File: src/rtl/pad_debounce3.sv
// Three-channel pad synchroniser and debouncer with press/release pulses.
// Optional latched on/off levels when PAD_DEBOUNCE_TOGGLE_EN is defined.
module pad_debounce3 #(
    parameter int DEBOUNCE_CYCLES = 50000,
    parameter int CNT_W           = 16
) (
    input  logic       clk,
    input  logic       rst,
    input  logic [2:0] pad_raw,
    output logic [2:0] pad_level,
    output logic [2:0] pad_press,
    output logic [2:0] pad_release,
    output logic       any_press,
    output logic       busy
);

    localparam logic [CNT_W-1:0] TERM = CNT_W'(DEBOUNCE_CYCLES - 1);

    generate
        if (DEBOUNCE_CYCLES < 1 ||
            longint'(DEBOUNCE_CYCLES) > ((longint'(1) << CNT_W) - 1)) begin : g_param_check
            $error("pad_debounce3: DEBOUNCE_CYCLES must be in 1 .. 2**CNT_W-1");
        end
    endgenerate

    logic [2:0]            s1;
    logic [2:0]            s2;
    logic [2:0]            stable;
    logic [2:0]            press_q;
    logic [2:0]            release_q;
    logic [2:0][CNT_W-1:0] cnt;
`ifdef PAD_DEBOUNCE_TOGGLE_EN
    logic [2:0]            toggle_q;
`endif

    always_ff @(posedge clk) begin
        if (rst) begin
            s1        <= '0;
            s2        <= '0;
            stable    <= '0;
            press_q   <= '0;
            release_q <= '0;
            cnt       <= '0;
`ifdef PAD_DEBOUNCE_TOGGLE_EN
            toggle_q  <= '0;
`endif
        end else begin
            s1        <= pad_raw;
            s2        <= s1;
            press_q   <= '0;
            release_q <= '0;
            for (int unsigned i = 0; i < 3; i++) begin
                if (s2[i] == stable[i]) begin
                    cnt[i] <= '0;
                end else if (cnt[i] == TERM) begin
                    // Terminal count: commit the new level and fire the matching pulse.
                    stable[i]    <= s2[i];
                    cnt[i]       <= '0;
                    press_q[i]   <= s2[i];
                    release_q[i] <= ~s2[i];
`ifdef PAD_DEBOUNCE_TOGGLE_EN
                    if (s2[i]) begin
                        toggle_q[i] <= ~toggle_q[i];
                    end
`endif
                end else begin
                    cnt[i] <= cnt[i] + 1'b1;
                end
            end
        end
    end

`ifdef PAD_DEBOUNCE_TOGGLE_EN
    assign pad_level = toggle_q;
`else
    assign pad_level = stable;
`endif
    assign pad_press   = press_q;
    assign pad_release = release_q;
    assign any_press   = |press_q;
    assign busy        = |cnt;

endmodule
File: config.mk
export PLATFORM = sky130hd
export DESIGN_NAME = pad_debounce3
export DESIGN_NICKNAME = d
export VERILOG_FILES = /design/src/rtl/pad_debounce3.sv
export SDC_FILE = /design/constraint.sdc
export NUM_CORES = 1
export LEC_CHECK = 0
export ABC_AREA = 0
export BUFFER_PORTS_ARGS = -buffer_cell sky130_fd_sc_hd__buf_2
export CORE_UTILIZATION = 50
export DETAILED_ROUTE_END_ITERATION = 16
export GPL_TIMING_DRIVEN = 0
export PLACE_DENSITY = 0.81
export RECOVER_POWER = 50
export SETUP_SLACK_MARGIN = 0.4
export SLEW_MARGIN = 10
export SYNTH_ARGS = -nofsm -noshare
export SYNTH_HDL_FRONTEND = slang
export SYNTH_SLANG_ARGS = --single-unit
File: constraint.sdc
create_clock -name clk -period 1.8 [get_ports clk]
set_input_delay 0.36 -clock clk [delete_from_list [all_inputs] [get_ports clk]]
set_output_delay 0.36 -clock clk [all_outputs]
set_load 0.05 [all_outputs]
**After elaboration in Yosys (flattened, before gate mapping)**

Cells that the tools add are included.

- Logic and storage cells: 43
- Output and inout bits: 11
- Bits of input ports: 5
- Flip-flop bits (word level): 63

- Bitwise logic cells: 9
- Reductions and logical operators: 11
- Eq/ne operators: 6
- $add $sub $neg: 3

Operator list:

| cell | count |
|---|---|
| $add 16x1->16 const B | 3 |
| $eq 16x16->1 const B | 3 |
| $reduce_or 48->1 | 1 |
| $reduce_or 3->1 | 7 |
| $not 1->1 | 9 |
| $reduce_and 2->1 | 3 |
| $eq 1x1->1 | 3 |

**Longest topological paths before layout**

Gate-level depths: netlist of run 1.

- Depth after elaboration: 3
- Depth in mapped cells: 7

**Worst setup path before layout of run 1**

Ideal clock, no wire load.

- Path kind: register to output
- From: register cnt[10] (netlist bit)
- To: output busy
- Data arrival time: 1605 ps
- Path slack: -165 ps
- Cell stages (with the launch flop): 5
- Path buffers: 0
- Cell sequence: dfxtp_1 or4_4 nor2_1 nand3_1 or3_1

- Cells in the longest elaborated chain, start to end: 1

RTL lines:

| item | line | source |
|---|---|---|
| start: declaration | 31 | `logic [2:0][CNT_W-1:0] cnt;` |
| start signal: indexed assignment | 67 | `cnt[i] <= cnt[i] + 1'b1;` |
| $reduce_or 48->1 | 81 | `assign busy = \|cnt;` |
| end: declaration | 14 | `output logic busy` |

No other way between the ends.

**Final worst setup path of run 1**

- From: register cnt[2] (netlist bit)
- To: output busy

Same word-level chain as after synthesis.

==> impl_metrics.yaml, run 1 <==
outcome:
  outcome: "finished with violations"
  violations: "negative setup slack"
timing:
  setup_viol_count_final: 14
  slew_violations: 0
  fin_hold_ws_ns: 0.228
  worst_pin_slew_ns: 0.604
  hold_viol_final: 0
  finClkSkew_ns: 0.0130
  fin_crit_sh_pct: 127
  rsz0062_at_grt: "yes"
  timing.final.ws_setup_ns: -0.479
  max-slew-margin-rel_pct: 59.9
  fmax_mhz: 439
  min_period_ns: 2.28
clocking:
  insertion_delay_ns: 0.35
  cts_hold_buf: 0
  cts.sinks: 63
  cts_tree: "done"
  htree_levels: 3
  root_buffer: "clkbuf_8"
  cts_buffer_depth: 2
  clk_pin_slew_ns: 0.07
  cts_buffers: 9
die:
  die_h_um: 76.2
  ios: 16
  die_x_um: 76.2
  initial_core_util_pct: 52.9
  core_mm2: 0.00520
  rows: 26
  die_area_mm2: 0.00581
logic_synthesis:
  syn_area_mm2: 0.00275
  ys_ff_latch: 63
  synth_common_cells: "nor2_1 (66), dfxtp_1 (63), xnor2_1 (37), nor4_1 (17)"
  synth_most_common_cell: "nor2_1"
  synthCells: 312
  yosys.area.top_type_share_pct: 45.8
  yosys-top-cells-area: "dfxtp_1 (46%), xnor2_1 (12%), nor2_1 (9.0%)"
  ys_seq_area_share_pct: 45.8
  synthesis.nets: 323
  synth_area_per_cell_um2: 8.83
  synth_edf_count: 0
  ys_types: 27
  synth_warnings: 0
  async_flop_share_pct: 0
  synthFlopType: "dfxtp_1"
  synth_area_leader_cell: "dfxtp_1"
route:
  drc: 0
  drt_iter0_drc: 228
  wl_per_cell_um: 14.9
  via_per_inst: 5.42
  vias: 2318
  dr.pass1.iters: 4
  ant_nets: 0
  totalWireLength_um: 6360
finish:
  syn_to_final_growth_pct: 28.9
  fin_util_pct: 68.2
  diodes: 0
  layout.nets: 364
  n_fill_cell: 384
  drive_above_1_share_pct: 25.1
  final_cells: 428
  postLayoutCellArea_mm2: 0.00355
global_route:
  antenna_found_initial: 0
  use_met3_pct: 3.71
  grt.met2_usage_pct: 34.7
  busiest_layer: "met2"
  grt_max_degree: 13
  grt-ovfl-total: 0
  grt_pass1_vias: 2134
  grt_pass1_wl_um: 9560
  met1_usage_pct: 23.9
  grt_use_total_pct: 20.7
placement:
  io_buffers: 15
  dpl_cell_area_mm2: 0.00300
  dp_hpwl_um: 3700
  place_congestion: 0.824
  dp_cells: 397
setup_path:
  start_kind: "register"
  cp_data_required_time_ns: 1.44
  path_max_fanout: 7
  path_class: "register to output pin"
  crit_arrival_ns: 1.92
  cp-end-kind: "output pin"
pwr:
  p_leak_uw: 0.00110
  ir_worst_vdd_uv: 572
  power_density_mw_per_mm2: 761
  power_uw: 2700
min_path:
  hold_path.class: "primary input to register"
flow_run:
  drv_cap: 0
==> path summary, 6_finish.rpt <==
check / start / to / slack, ns / depth (start not counted)
min: pad_raw[1] / s1[1] / 0.23 / 2
min reg2reg: s1[2] / s2[2] / 0.45 / 1
max: cnt[2] / busy / -0.48 / 5
max reg2reg: cnt[10] / cnt[14] / -0.07 / 8
==> sequential cells by signal, summed over array words and instances (netlist names) <==
| register | count |
|---|---|
| pad_level | 3 |
| s1 | 3 |
| pad_release | 3 |
| pad_press | 3 |
| s2 | 3 |
| cnt | 48 |
==> per-layer routing <==
layer  vias up  share of wire, %
li1       1137                 -
met1      1097                41
met2        67                52
met3        17               4.1
met4         0               3.0
met5         -                 0
==> cell families after synthesis <==
| group | Yosys count | synth area share (%) |
|---|---|---|
| adders and majority gates | 6 | 2.73 |
| muxes | 3 | 1.09 |
| buffers and inverters | 25 | 4.32 |
| DFF | 63 | 45.8 |
| and+or+nand+nor | 170 | 31.8 |
| AOI/OAI and AO/OA | 2 | 0.545 |
| xor gates and xnor gates | 43 | 13.7 |
==> where the power goes <==
group	internal [uW]	total (uW)	switching [uW]
clock	640	1220	581
sequential	1400	1410	5.90
combinational	37.4	75.0	37.6
total	2080	2700	624
==> worst max-delay path: stages (launching register included) <==
cell	delay, ns
dfxtp_1	0.30
clkbuf_1	0.20
nor4b_4	0.36
nand4_1	0.14
or3_4	0.41
buf_6	0.16
==> cell type report <==
class | instances | area, um^2 | area share, %
multi-input combinational | 224 | 1600 | 45.2
sequential | 63 | 1280 | 36.1
timing repair buffer | 30 | 230 | 6.49
clock buffer | 9 | 124 | 3.49
buffer | 10 | 95.1 | 2.68
tap | 70 | 87.6 | 2.47
clock inverter | 7 | 73.8 | 2.08
inverter | 15 | 56.3 | 1.59
==> per-stage QoR <==
stage	setup WS, ns	TNS [ns]
after global placement	-0.216	-0.216
after floorplan	-0.0000865	-0.0000865
after global routing	-0.540	-2.34
final	-0.479	-1.09
after CTS	-0.500	-0.631
after detailed placement	-0.222	-0.222
==> layout by cell type (no fill, tap or decap), types with 2 or more instances in the layout <==
cell,instances
a21o_1,2
and4_1,4
buf_2,4
buf_4,10
buf_6,4
buf_8,3
clkbuf_1,15
clkbuf_16,2
clkbuf_8,10
clkinv_2,2
clkinv_4,3
dfxtp_1,50
dfxtp_2,12
ha_1,5
inv_1,15
mux2i_1,3
nand2_1,11
nand2b_1,7
nand3_1,14
nand3_2,2
nand4_1,16
nor2_1,52
nor2_2,2
nor2_4,12
nor2b_1,6
nor3_1,12
nor4_1,7
nor4_2,8
nor4_4,3
nor4b_1,3
or3_4,2
xnor2_1,37
xor2_1,6
==> repair_timing <==
action | CTS | global route
pin swaps | 9 | 10
gates resized for setup | 32 | 35
gates cloned | 0 | 2
setup buffers | 7 | 6
setup endpoints to repair | 53 | 49
(Power assumes the default switching activity.)
==> inputs of run 2 (changes only) <==
--- a/config.mk
+++ b/config.mk
@@ -7,10 +7,10 @@
 export LEC_CHECK = 0
 export ABC_AREA = 0
 export BUFFER_PORTS_ARGS = -buffer_cell sky130_fd_sc_hd__buf_2
-export CORE_UTILIZATION = 50
+export CORE_UTILIZATION = 40
 export DETAILED_ROUTE_END_ITERATION = 16
 export GPL_TIMING_DRIVEN = 0
-export PLACE_DENSITY = 0.81
+export PLACE_DENSITY = 0.69
 export RECOVER_POWER = 50
 export SETUP_SLACK_MARGIN = 0.4
 export SLEW_MARGIN = 10
==> run 2 against run 1 <==
Effect of this change: the flow still finishes with violations (negative setup slack); hold slack improved by 0.0022 ns; die area grew 24%; global-route usage down 3.6 points; non-clock buffer count grew 1; combinational power rose by 5.3%; setup slack improved by 0.015 ns; largest power group unchanged.
==> impl_metrics.yaml, run 2 (synthesis results as in run 1) <==
route:
  wl_met2_um: 2950
  wl_met1_um: 2780
  drt_iter0_drc: 94
  drc: 0
  dr.pass1.iters: 5
  ant_nets: 0
  via_per_inst: 5.20
  vias: 2269
  wl_per_cell_um: 13.8
  totalWireLength_um: 6010
  highest_layer: "met4"
  dr_wl_met3_um: 208
placement:
  dpl_cell_area_mm2: 0.00301
  dp_cells: 404
  io_buffers: 15
  dp_hpwl_um: 3610
  place_congestion: 0.793
die:
  die_x_um: 85.0
  rows: 29
  initial_core_util_pct: 42.4
  die_area_mm2: 0.00722
  core_mm2: 0.00649
  die_h_um: 85.0
  ios: 16
setup_path:
  path_class: "register to output pin"
  crit_buf_inv: 1
  crit_arrival_ns: 1.90
  cp_slowest_stage_delay_ns: 0.55
  path_max_fanout: 2
  cp-end-kind: "output pin"
  start_kind: "register"
  cp_cell_sequence: "or4_4 -> nor2_4 -> nand3_2 -> or3_4 -> buf_8"
  cp_data_required_time_ns: 1.44
  crit_slowest_cell: "or4_4"
  crit_family: "simple AND/OR/NAND/NOR gates"
clocking:
  cts_buffer_depth: 2
  htree_levels: 3
  root_buffer: "clkbuf_8"
  clk_pin_slew_ns: 0.07
  cts_buffers: 9
  cts.sinks: 63
  insertion_delay_ns: 0.34
  cts_tree: "done"
  cts_hold_buf: 0
finish:
  largest_register: "cnt"
  syn_to_final_growth_pct: 36.2
  postLayoutCellArea_mm2: 0.00375
  layout.nets: 365
  layout_commonest_cell: "dfxtp_1"
  final_cells: 436
  layout_common_cells: "dfxtp_1 (44), nor2_1 (38), xnor2_1 (37), nor2_4 (26), nand4_1 (16)"
  diodes: 0
  drive_above_1_share_pct: 34.0
  largest_reg_flops: 48
global_route:
  grt_max_degree: 12
  grt_pass1_wl_um: 9760
  antenna_found_initial: 0
  grt_pass1_vias: 2150
  grt-ovfl-total: 0
  grt_use_total_pct: 17.1
timing:
  setup_viol_count_final: 16
  slew_violations: 0
  fin_hold_ws_ns: 0.230
  fmax_mhz: 442
  timing.final.ws_setup_ns: -0.465
  setup_tns_ns: -1.25
  min_period_ns: 2.26
  worst_pin_slew_ns: 0.608
  finClkSkew_ns: 0.00669
  fin_crit_sh_pct: 126
  hold_viol_final: 0
  rsz0062_at_grt: "yes"
  max-slew-margin-rel_pct: 59.6
min_path:
  hold_path.class: "primary input to register"
pwr:
  ir_worst_vdd_uv: 513
  power_density_mw_per_mm2: 731
  p_leak_uw: 0.00118
outcome:
  violations: "negative setup slack"
  outcome: "finished with violations"
flow_run:
  drv_cap: 0
## run 2: cell types whose count changed in the layout (fill, tap and decap cells not counted), sizes merged
cell / change
buf: +10
clkbuf: -7
clkinv: -2
## run 2: power by group
group	total [uW]	switching (uW)	leakage [uW]	internal, uW
Combinational	79.0	41.8	0.000551	37.1
Clock	1260	549	0.000105	712
Sequential	1400	6.84	0.000520	1400
## run 2: worst paths after layout
kind | from | end | slack [ns] | cells past startpoint
hold reg to reg | pad_level[1] | pad_press[1] | 0.44 | 1
setup reg to reg | cnt[10] | cnt[14] | -0.07 | 8
hold / removal | pad_raw[0] | s1[0] | 0.23 | 2
setup / recovery | cnt[10] | busy | -0.46 | 5
## run 2: what timing repair did
item | 4_1_cts | 5_1_grt
endpoints found under the setup margin | 51 | 52
pin swaps | 8 | 12
buffers inserted | 10 | 6
resized for setup | 30 | 82
## run 2: routing by layer
layer	vias to the layer above	global-route usage, %
li1	1144	-
met1	1076	21.1
met2	41	28.1
met3	8	5.35
met4	0	6.47
met5	-	0
## run 2: layout make-up
type | count | area (um^2)
Inverter | 15 | 56.3
Fill cell | 555 | 2750
Tap cell | 77 | 96.3
Multi-Input combinational cell | 224 | 1760
Clock inverter | 5 | 56.3
Buffer | 10 | 106
Timing Repair Buffer | 31 | 230
Sequential cell | 63 | 1300
Clock buffer | 11 | 151
## run 2: stage by stage
step           total power [uW]  util, %  setup slack [ns]
5_1_grt                    2840     57.7            -0.509
4_1_cts                    2770     52.5            -0.475
2_1_floorplan              1480        -        -0.0000865
6_report                   2740     57.7            -0.465
3_5_place_dp               1500     46.3            -0.213
3_3_place_gp               1490     46.3            -0.226
